--- src/rtl/finn_rtl_krnl_example_pkg.sv ---
// ============================================================================
// Module   : finn_rtl_krnl_example_pkg
// Brief    : Shared state encoding and lane-count helper for the example kernel.
// Revision : 1.0 - initial release
// ============================================================================
`default_nettype none

package finn_rtl_krnl_example_pkg;

    typedef enum logic [1:0] {
        ST_IDLE = 2'd0,
        ST_RUN  = 2'd1,
        ST_DONE = 2'd2
    } state_e;

    function automatic int unsigned num_lanes(input int unsigned data_w,
                                              input int unsigned lane_w);
        return data_w / lane_w;
    endfunction

endpackage

`default_nettype wire

--- src/rtl/finn_rtl_krnl_example_stream_gen.sv ---
// ============================================================================
// Module   : finn_rtl_krnl_example_stream_gen
// Brief    : AXI4-Stream source emitting an incrementing lane pattern with
//            programmable run length and tlast packet framing.
// Revision : 1.0 - initial release
// ============================================================================
`default_nettype none

module finn_rtl_krnl_example_stream_gen
    import finn_rtl_krnl_example_pkg::*;
#(
    parameter int unsigned C_AXIS_TDATA_WIDTH = 512,
    parameter int unsigned C_ADDER_BIT_WIDTH  = 32,
    parameter int unsigned C_COUNT_WIDTH      = 32
) (
    input  logic                              m_axis_aclk,
    input  logic                              m_axis_aresetn,
    input  logic                              ctrl_start,
    input  logic [C_COUNT_WIDTH-1:0]          ctrl_num_beats,
    input  logic [C_COUNT_WIDTH-1:0]          ctrl_beats_per_pkt,
    input  logic [C_ADDER_BIT_WIDTH-1:0]      ctrl_seed,
    output logic                              ctrl_busy,
    output logic                              ctrl_done,
    output logic                              m_axis_tvalid,
    input  logic                              m_axis_tready,
    output logic [C_AXIS_TDATA_WIDTH-1:0]     m_axis_tdata,
    output logic [C_AXIS_TDATA_WIDTH/8-1:0]   m_axis_tkeep,
    output logic                              m_axis_tlast
);

    localparam int unsigned LP_NUM_LANES = num_lanes(C_AXIS_TDATA_WIDTH, C_ADDER_BIT_WIDTH);
    localparam logic [C_ADDER_BIT_WIDTH-1:0] LP_BASE_STEP = C_ADDER_BIT_WIDTH'(LP_NUM_LANES);
    localparam logic [C_COUNT_WIDTH-1:0]     LP_CNT_ONE   = C_COUNT_WIDTH'(1);
    localparam logic [C_COUNT_WIDTH-1:0]     LP_CNT_ZERO  = '0;

    state_e                            state_q;
    logic [C_COUNT_WIDTH-1:0]          num_beats_q;
    logic [C_COUNT_WIDTH-1:0]          bpp_q;
    logic [C_COUNT_WIDTH-1:0]          beat_idx_q;
    logic [C_COUNT_WIDTH-1:0]          pkt_cnt_q;
    logic [C_ADDER_BIT_WIDTH-1:0]      base_q;
    logic                              tvalid_q;
    logic                              tlast_q;
    logic [C_AXIS_TDATA_WIDTH-1:0]     tdata_q;
    logic [C_AXIS_TDATA_WIDTH/8-1:0]   tkeep_q;
    logic                              busy_q;
    logic                              done_q;

    logic [C_COUNT_WIDTH-1:0]          beat_idx_d;
    logic [C_COUNT_WIDTH-1:0]          pkt_cnt_d;
    logic [C_ADDER_BIT_WIDTH-1:0]      base_d;
    logic                              tlast_d;
    logic [C_AXIS_TDATA_WIDTH-1:0]     tdata_d;
    logic [C_COUNT_WIDTH-1:0]          w_nb_sel;
    logic [C_COUNT_WIDTH-1:0]          w_bpp_sel;
    logic                              w_start;
    logic                              w_hs;
    logic                              w_final;

    // Describe the beat that will be loaded next: beat 0 on start, else the successor.
    always_comb begin
        w_start   = (state_q == ST_IDLE) && ctrl_start;
        w_hs      = tvalid_q && m_axis_tready;
        w_final   = (beat_idx_q == (num_beats_q - LP_CNT_ONE));
        base_d    = base_q + LP_BASE_STEP;
        beat_idx_d = beat_idx_q + LP_CNT_ONE;
        pkt_cnt_d = tlast_q ? LP_CNT_ZERO : (pkt_cnt_q + LP_CNT_ONE);
        w_nb_sel  = num_beats_q;
        w_bpp_sel = bpp_q;
        if (w_start) begin
            base_d     = ctrl_seed;
            beat_idx_d = LP_CNT_ZERO;
            pkt_cnt_d  = LP_CNT_ZERO;
            w_nb_sel   = ctrl_num_beats;
            w_bpp_sel  = ctrl_beats_per_pkt;
        end
        tlast_d = ((w_bpp_sel != LP_CNT_ZERO) && (pkt_cnt_d == (w_bpp_sel - LP_CNT_ONE)))
               || (beat_idx_d == (w_nb_sel - LP_CNT_ONE));
    end

    for (genvar gi = 0; gi < LP_NUM_LANES; gi++) begin : g_lane
        assign tdata_d[gi*C_ADDER_BIT_WIDTH +: C_ADDER_BIT_WIDTH] =
            base_d + C_ADDER_BIT_WIDTH'(gi);
    end

    always_ff @(posedge m_axis_aclk) begin
        if (!m_axis_aresetn) begin
            state_q     <= ST_IDLE;
            num_beats_q <= '0;
            bpp_q       <= '0;
            beat_idx_q  <= '0;
            pkt_cnt_q   <= '0;
            base_q      <= '0;
            tvalid_q    <= 1'b0;
            tlast_q     <= 1'b0;
            tdata_q     <= '0;
            tkeep_q     <= '0;
            busy_q      <= 1'b0;
            done_q      <= 1'b0;
        end else begin
            case (state_q)
                ST_IDLE: begin
                    if (ctrl_start) begin
                        num_beats_q <= ctrl_num_beats;
                        bpp_q       <= ctrl_beats_per_pkt;
                        busy_q      <= 1'b1;
                        if (ctrl_num_beats == LP_CNT_ZERO) begin
                            state_q <= ST_DONE;
                            done_q  <= 1'b1;
                        end else begin
                            state_q    <= ST_RUN;
                            tvalid_q   <= 1'b1;
                            tlast_q    <= tlast_d;
                            tdata_q    <= tdata_d;
                            tkeep_q    <= '1;
                            base_q     <= base_d;
                            beat_idx_q <= beat_idx_d;
                            pkt_cnt_q  <= pkt_cnt_d;
                        end
                    end
                end
                ST_RUN: begin
                    if (w_hs) begin
                        if (w_final) begin
                            state_q  <= ST_DONE;
                            tvalid_q <= 1'b0;
                            tlast_q  <= 1'b0;
                            done_q   <= 1'b1;
                        end else begin
                            tlast_q    <= tlast_d;
                            tdata_q    <= tdata_d;
                            base_q     <= base_d;
                            beat_idx_q <= beat_idx_d;
                            pkt_cnt_q  <= pkt_cnt_d;
                        end
                    end
                end
                ST_DONE: begin
                    state_q <= ST_IDLE;
                    done_q  <= 1'b0;
                    busy_q  <= 1'b0;
                end
                default: begin
                    state_q <= ST_IDLE;
                end
            endcase
        end
    end

    assign ctrl_busy     = busy_q;
    assign ctrl_done     = done_q;
    assign m_axis_tvalid = tvalid_q;
    assign m_axis_tdata  = tdata_q;
    assign m_axis_tkeep  = tkeep_q;
    assign m_axis_tlast  = tlast_q;

endmodule

`default_nettype wire

--- config.mk ---
export PLATFORM = sky130hd
export DESIGN_NAME = finn_rtl_krnl_example_stream_gen
export DESIGN_NICKNAME = d
export VERILOG_FILES = /design/src/rtl/finn_rtl_krnl_example_pkg.sv /design/src/rtl/finn_rtl_krnl_example_stream_gen.sv
export SDC_FILE = /design/constraint.sdc
export NUM_CORES = 2
export LEC_CHECK = 0
export BUFFER_PORTS_ARGS = -buffer_cell sky130_fd_sc_hd__buf_2
export CORE_UTILIZATION = 51
export CTS_CLUSTER_SIZE = 25
export DETAILED_ROUTE_END_ITERATION = 8
export GPL_ROUTABILITY_DRIVEN = 0
export PLACE_DENSITY_LB_ADDON = 0.25
export SLEW_MARGIN = 10
export SYNTH_ARGS = -nofsm -noshare
export SYNTH_HDL_FRONTEND = slang
export SYNTH_SLANG_ARGS = --single-unit
--- constraint.sdc ---
create_clock -name m_axis_aclk -period 4.57 [get_ports m_axis_aclk]
set_input_delay 0.457 -clock m_axis_aclk [delete_from_list [all_inputs] [get_ports m_axis_aclk]]
set_output_delay 0.457 -clock m_axis_aclk [all_outputs]
set_load 0.05 [all_outputs]
[Yosys cells after proc, flatten, opt, wreduce, memory -nomap -nowiden]
Cells that the tools add are included.
Storage, ports and cells
  register bits after elaboration: 679
  bits in latches: 0
  RAM bits: 0
  ROM bits: 0
  input port bits: 100
  word-level logic and storage cells: 111
  memories: 0
Operators by class
  add/sub/neg operators: 21
  multipliers: 0
  div/mod/pow operators: 0
  $lt $le $gt $ge: 0
  eq/ne operators: 11
  shifts and indexed selects: 0
  mux-type cells: 48
  bitwise operators: 1
  reductions and logical operators: 18
Operator list (count)
  512-bit two-way mux: 4
  512-bit one-hot mux with 2 select lines: 1
  32-bit two-way mux: 18
  32-bit by 4-bit adder with 32-bit output (second input constant): 8
  32-bit one-hot mux with 2 select lines: 3
  32-bit by 3-bit adder with 32-bit output (second input constant): 4
  32-bit by 1-bit adder with 32-bit output (second input constant): 3
  32-bit equality test: 3
  32-bit by 1-bit subtractor with 32-bit output (second input constant): 3
  32-bit by 2-bit adder with 32-bit output (second input constant): 2
  32-bit by 5-bit adder with 32-bit output (second input constant): 1
  32-bit zero test: 1
  32-bit nonzero test: 1
  5-bit AND reduction: 3
  1-bit two-way mux: 13
  2-bit inequality test (second input constant): 5
  2-bit two-way mux: 4
  1-bit one-hot mux with 2 select lines: 3
  3-bit AND reduction: 2
  2-bit one-hot mux with 2 select lines: 1
  2-bit AND reduction: 2
  4-bit AND reduction: 1
  2-bit nonzero test: 2
  1-bit logical AND: 3
  8 further kinds: 8

[Logic depth before layout (Yosys ltp)]
  depth after elaboration: 10
  gate-level depth with buffers: 23

[Worst setup path before layout]
OpenSTA, ideal clock, no wires.
  path type: reg-to-reg
  start point: register state_q[0]
  end point: register tlast_q (netlist: m_axis_tlast)
  setup time: 0.075 ns
  arrival: 4.774 ns
  setup slack: -0.278 ns
  stages on the path, launching flop included: 24
  path buffers: 9
  clock period less this slack: 4.848 ns
  cell sequence: dfxtp_1 clkbuf_1 nor3b_1 buf_4 buf_4 buf_4 buf_4 buf_4 clkbuf_1 clkbuf_1 clkbuf_1 nor2_1 a21oi_1 ha_1 inv_1 a211oi_2 o221ai_1 nand2b_1 a2111oi_0 xnor2_1 nand4_1 nor4_1 a32oi_1 o22ai_1
On the way
  cells in the longest elaborated chain, start to end: 10
  elaborated cells between the ends (all ways): 24
Ends and longest elaborated chain
  start: declaration: line finn_rtl_krnl_example_stream_gen.sv:36  | state_e state_q;
  start signal: assignment: line finn_rtl_krnl_example_stream_gen.sv:88  | state_q <= ST_IDLE;
  start signal: assignment: line finn_rtl_krnl_example_stream_gen.sv:108  | state_q <= ST_DONE;
  start signal: assignment: line finn_rtl_krnl_example_stream_gen.sv:111  | state_q <= ST_RUN;
  2-bit zero test: line finn_rtl_krnl_example_stream_gen.sv:62, finn_rtl_krnl_example_stream_gen.sv:101
  1-bit logical AND: line finn_rtl_krnl_example_stream_gen.sv:62  | w_start = (state_q == ST_IDLE) && ctrl_start;
  32-bit two-way mux: line finn_rtl_krnl_example_stream_gen.sv:70  | if (w_start) begin
  32-bit by 1-bit subtractor with 32-bit output: line finn_rtl_krnl_example_stream_gen.sv:77  | tlast_d = ((w_bpp_sel != LP_CNT_ZERO) && (pkt_cnt_d == (w_bpp_sel - LP_CNT_ONE)))
  32-bit equality test: line finn_rtl_krnl_example_stream_gen.sv:77
  1-bit logical AND: line finn_rtl_krnl_example_stream_gen.sv:77
  1-bit logical OR: line finn_rtl_krnl_example_stream_gen.sv:78  | || (beat_idx_d == (w_nb_sel - LP_CNT_ONE));
  1-bit two-way mux (on tied branches): line finn_rtl_krnl_example_stream_gen.sv:124, finn_rtl_krnl_example_stream_gen.sv:107
  1-bit two-way mux (on tied branches): line finn_rtl_krnl_example_stream_gen.sv:123, finn_rtl_krnl_example_stream_gen.sv:103
  1-bit one-hot mux with 2 select lines: line finn_rtl_krnl_example_stream_gen.sv:101  | case (state_q)
  end signal: assignment: line finn_rtl_krnl_example_stream_gen.sv:113  | tlast_q <= tlast_d;
  end signal: assignment: line finn_rtl_krnl_example_stream_gen.sv:130  | tlast_q <= tlast_d;
  end: declaration: line finn_rtl_krnl_example_stream_gen.sv:43  | logic tlast_q;
Several ways; a longest one is shown, not always the timed one. The select of a mux whose other input is x is not followed.
A chain may end at the register's enable or synchronous reset.

[Worst setup path in the final report]
  start point: register base_q[6]
  end point: register tdata_q[250] (netlist: m_axis_tdata[250])
On the way
  cells in the longest elaborated chain, start to end: 6
  elaborated cells between the ends (all ways): 8
Ends and longest elaborated chain
  start: declaration: line finn_rtl_krnl_example_stream_gen.sv:41  | logic [C_ADDER_BIT_WIDTH-1:0] base_q;
  start signal: assignment: line finn_rtl_krnl_example_stream_gen.sv:116  | base_q <= base_d;
  start signal: assignment: line finn_rtl_krnl_example_stream_gen.sv:132  | base_q <= base_d;
  32-bit by 5-bit adder with 32-bit output (*): line finn_rtl_krnl_example_stream_gen.sv:65  | base_d = base_q + LP_BASE_STEP;
  32-bit two-way mux (*): line finn_rtl_krnl_example_stream_gen.sv:70
  32-bit by 3-bit adder with 32-bit output (*): line finn_rtl_krnl_example_stream_gen.sv:83  | base_d + C_ADDER_BIT_WIDTH'(gi);
  512-bit two-way mux (on tied branches): line finn_rtl_krnl_example_stream_gen.sv:124, finn_rtl_krnl_example_stream_gen.sv:107
  512-bit two-way mux (on tied branches): line finn_rtl_krnl_example_stream_gen.sv:123, finn_rtl_krnl_example_stream_gen.sv:103
  512-bit one-hot mux with 2 select lines (*): line finn_rtl_krnl_example_stream_gen.sv:101
  end signal: assignment: line finn_rtl_krnl_example_stream_gen.sv:114  | tdata_q <= tdata_d;
  end signal: assignment: line finn_rtl_krnl_example_stream_gen.sv:131  | tdata_q <= tdata_d;
  end: declaration: line finn_rtl_krnl_example_stream_gen.sv:44  | logic [C_AXIS_TDATA_WIDTH-1:0] tdata_q;
Every way passes the cells marked *; elsewhere a longest branch is shown, timed or not. The select of a mux whose other input is x is not followed.

==> impl_metrics.toml <==
[floorplan]
core_um2 = 70510
row_count = 97
die_y_um = 269.8
die_area_um2 = 72790
num_io_pins = 680
initial_core_util_pct = 51.87
die_w_um = 269.8

[critical_path]
r2r-end = "m_axis_tdata[250]$_SDFFE_PN0P_"
critPathKind = "reg -> reg"
r2r_start = "base_q[6]$_SDFFE_PN0P_"
ff2ff_setup_slack_ns = 0.03
worst_setup_path_end_kind = "flip-flop"
arrival_ns = 5.09
start_kind = "flip-flop"
rr_worst_depth = 13
critical_path.startpoint = "base_q[6]$_SDFFE_PN0P_"
required_ns = 5.12
worstSetupEndpoint = "m_axis_tdata[250]$_SDFFE_PN0P_"
path_max_fanout = 11

[timing]
fmax_mhz = 220.1
final_hold_viol_count = 0
rsz0062_at_grt = "false"
tightest_slew_ns = 1.221
period_share_pct = 99.44
setup_ws_ns = 0.02572
skew_ns = 0.05659
setup_viol = 0
slew_violations = 0
max_slew_margin_pct = 18.62
fin_crit_ns = 4.544
fin_setup_tns_ns = 0

[clock_network]
htree_levels = 3
cts_hold_buf = 0
clk_path_buf_depth = 3
root_buffer = "clkbuf_16"
clkTransAtPathRegs_ns = 0.06
cts_tree = "done"
cts_buffers = 70
clk_latency_ns = 0.67
cts_sinks = 613

[finish]
fillers = 6244
syn_to_final_growth_pct = 19.37
num-nets-final = 5267
drive_gt1_share_pct = 25.49

[placement]
post-place-ws_ns = -0.1067
port_buffers = 679
dp_hpwl_um = 117400

[power_and_ir_drop]
p_leak_nw = 17.12
p_total_mw = 17.44
powerDensity_nw_per_um2 = 399.4
vdd_drop_max_mv = 0.3655

[synthesis]
synth_top_area_share_pct = 33.55
syn_area_per_cell_um2 = 7.947
ys_seq_area_share_pct = 33.55
yosysMostFrequentCell = "nor2_1"
syn_nets = 4721
syn-cell-area_um2 = 36570
ys_types = 86
yosys.area.top_type = "dfxtp_1"
synth-main-ff-cell = "dfxtp_1"
synth-seq-cells = 613
synth_edf_count = 0
synth_common_cells = "nor2_1, dfxtp_1, nand2_1"
synth_area_leaders = "dfxtp_1, xnor2_1, nor2_1"
synth_cells = 4602
ys_warn_count = 0
async_flop_share_pct = 0

[worst_hold_path]
worst_hold_path_type = "in -> reg"
holdPathStages = 3

[routing]
wl_per_cell_um = 26.22
drt-total-wl_um = 161200
drt_iter0_markers = 5840
first_pass_iters = 9
route.detailed.drc = 0
antenna_left = 0
routed_via_density = 6.242
vias = 38390

[job]
drv_cap = 0

[grt]
overflow = 0
grt_max_degree = 138
grt_pass1_wl_um = 232800
grt_usage_pct = 42.49
antenna_found_initial = 10
grt_pass1_vias = 35040

[outcome]
status = "finished, final reports clean"
==> metal layers <==
layer	routed length, um	track usage (%)	part of all wire (%)
met5	124	0.5263	0.077
met1	58730	51.30	36
met3	21040	14.94	13
met4	14470	31.07	9.0
met2	66870	62.28	41
==> worst min-delay path by stage <==
| stage | from | end | slack, ns |
|---|---|---|---|
| after CTS | ctrl_num_beats[2] | num_beats_q[2]$_SDFFE_PN0N_ | 0.07 |
| after floorplan | num_beats_q[31]$_SDFFE_PN0N_ | num_beats_q[31]$_SDFFE_PN0N_ | 0.45 |
| after detailed placement | m_axis_tdata[36]$_SDFFE_PN0P_ | m_axis_tdata[36]$_SDFFE_PN0P_ | 0.44 |
| final | ctrl_num_beats[5] | num_beats_q[5]$_SDFFE_PN0N_ | 0.08 |
| after global routing | ctrl_num_beats[5] | num_beats_q[5]$_SDFFE_PN0N_ | 0.09 |
| after global placement | m_axis_tdata[424]$_SDFFE_PN0P_ | m_axis_tdata[424]$_SDFFE_PN0P_ | 0.44 |
==> logic make-up after synthesis <==
| logic type | count (synthesis) | share of synthesized area (%) |
|---|---|---|
| xor+xnor | 579 | 14.02 |
| compound gates | 966 | 19.22 |
| flops | 613 | 33.55 |
| buf+inv | 499 | 7.362 |
| simple gates | 1868 | 23.58 |
| fa+ha+maj | 19 | 0.6500 |
| mux | 58 | 1.608 |
==> what timing repair did <==
action                                  4_1_cts  5_1_grt
gates resized for setup                       0        1
setup buffers                                 0        3
endpoints found under the setup margin        0        5
==> where the power goes <==
group	switching, mW	internal, mW
combinational	3.84	1.42
clock	2.54	3.49
sequential	0.394	5.75
total	6.77	10.7
==> registers in the layout (all words and copies together), names as in the netlist <==
signal and count:
m_axis_tlast 1, pkt_cnt_q 32, state_q 2, num_beats_q 32
base_q 31, beat_idx_q 32, ctrl_done 1, m_axis_tvalid 1
ctrl_busy 1, bpp_q 32, m_axis_tdata 447, m_axis_tkeep 1
==> cells in the final DEF, fill, tap and decap left out, types with 115 or more instances in the layout <==
cell	instances
nor3_1	211
dfxtp_1	613
xor2_1	192
a21oi_1	331
nand2_1	478
a211oi_2	195
nor2_1	684
buf_2	678
nand3_1	115
buf_4	235
o21ai_0	195
xnor2_1	383
==> stage by stage <==
stage	cells	area, um^2	hold slack, ns	utilization [%]
global route	6145	43650	0.08666	61.90
global placement	6012	41160	0.4375	58.37
detailed placement	6013	41170	0.4426	58.39
floorplan	4602	36580	0.4496	-
finish	6150	43660	0.08419	61.91
CTS	6140	43610	0.07152	61.85
==> critical path, cell delays in order (launching register included) <==
cell and delay [ns]:
dfxtp_1 0.52, nand4_2 0.27, buf_4 0.25, nor4_2 0.46
xor2_1 0.28, mux2i_4 0.25, buf_4 0.28, or3b_2 0.57
nor2_1 0.12, buf_4 0.22, and3_1 0.54, nand2_1 0.29
xnor2_1 0.28, a21oi_1 0.11
==> cell type report <==
cell class / count / area [um^2] / area share (%)
Tap cell: 940 / 1176 / 2.694
Inverter: 27 / 108.9 / 0.2493
Antenna cell: 7 / 17.52 / 0.04012
Timing Repair Buffer: 946 / 5799 / 13.28
Clock buffer: 105 / 2085 / 4.775
Sequential cell: 613 / 12270 / 28.11
Clock inverter: 22 / 354.1 / 0.8111
Multi-Input combinational cell: 3490 / 21850 / 50.04
No activity file was read; power rests on OpenSTA's default activity.
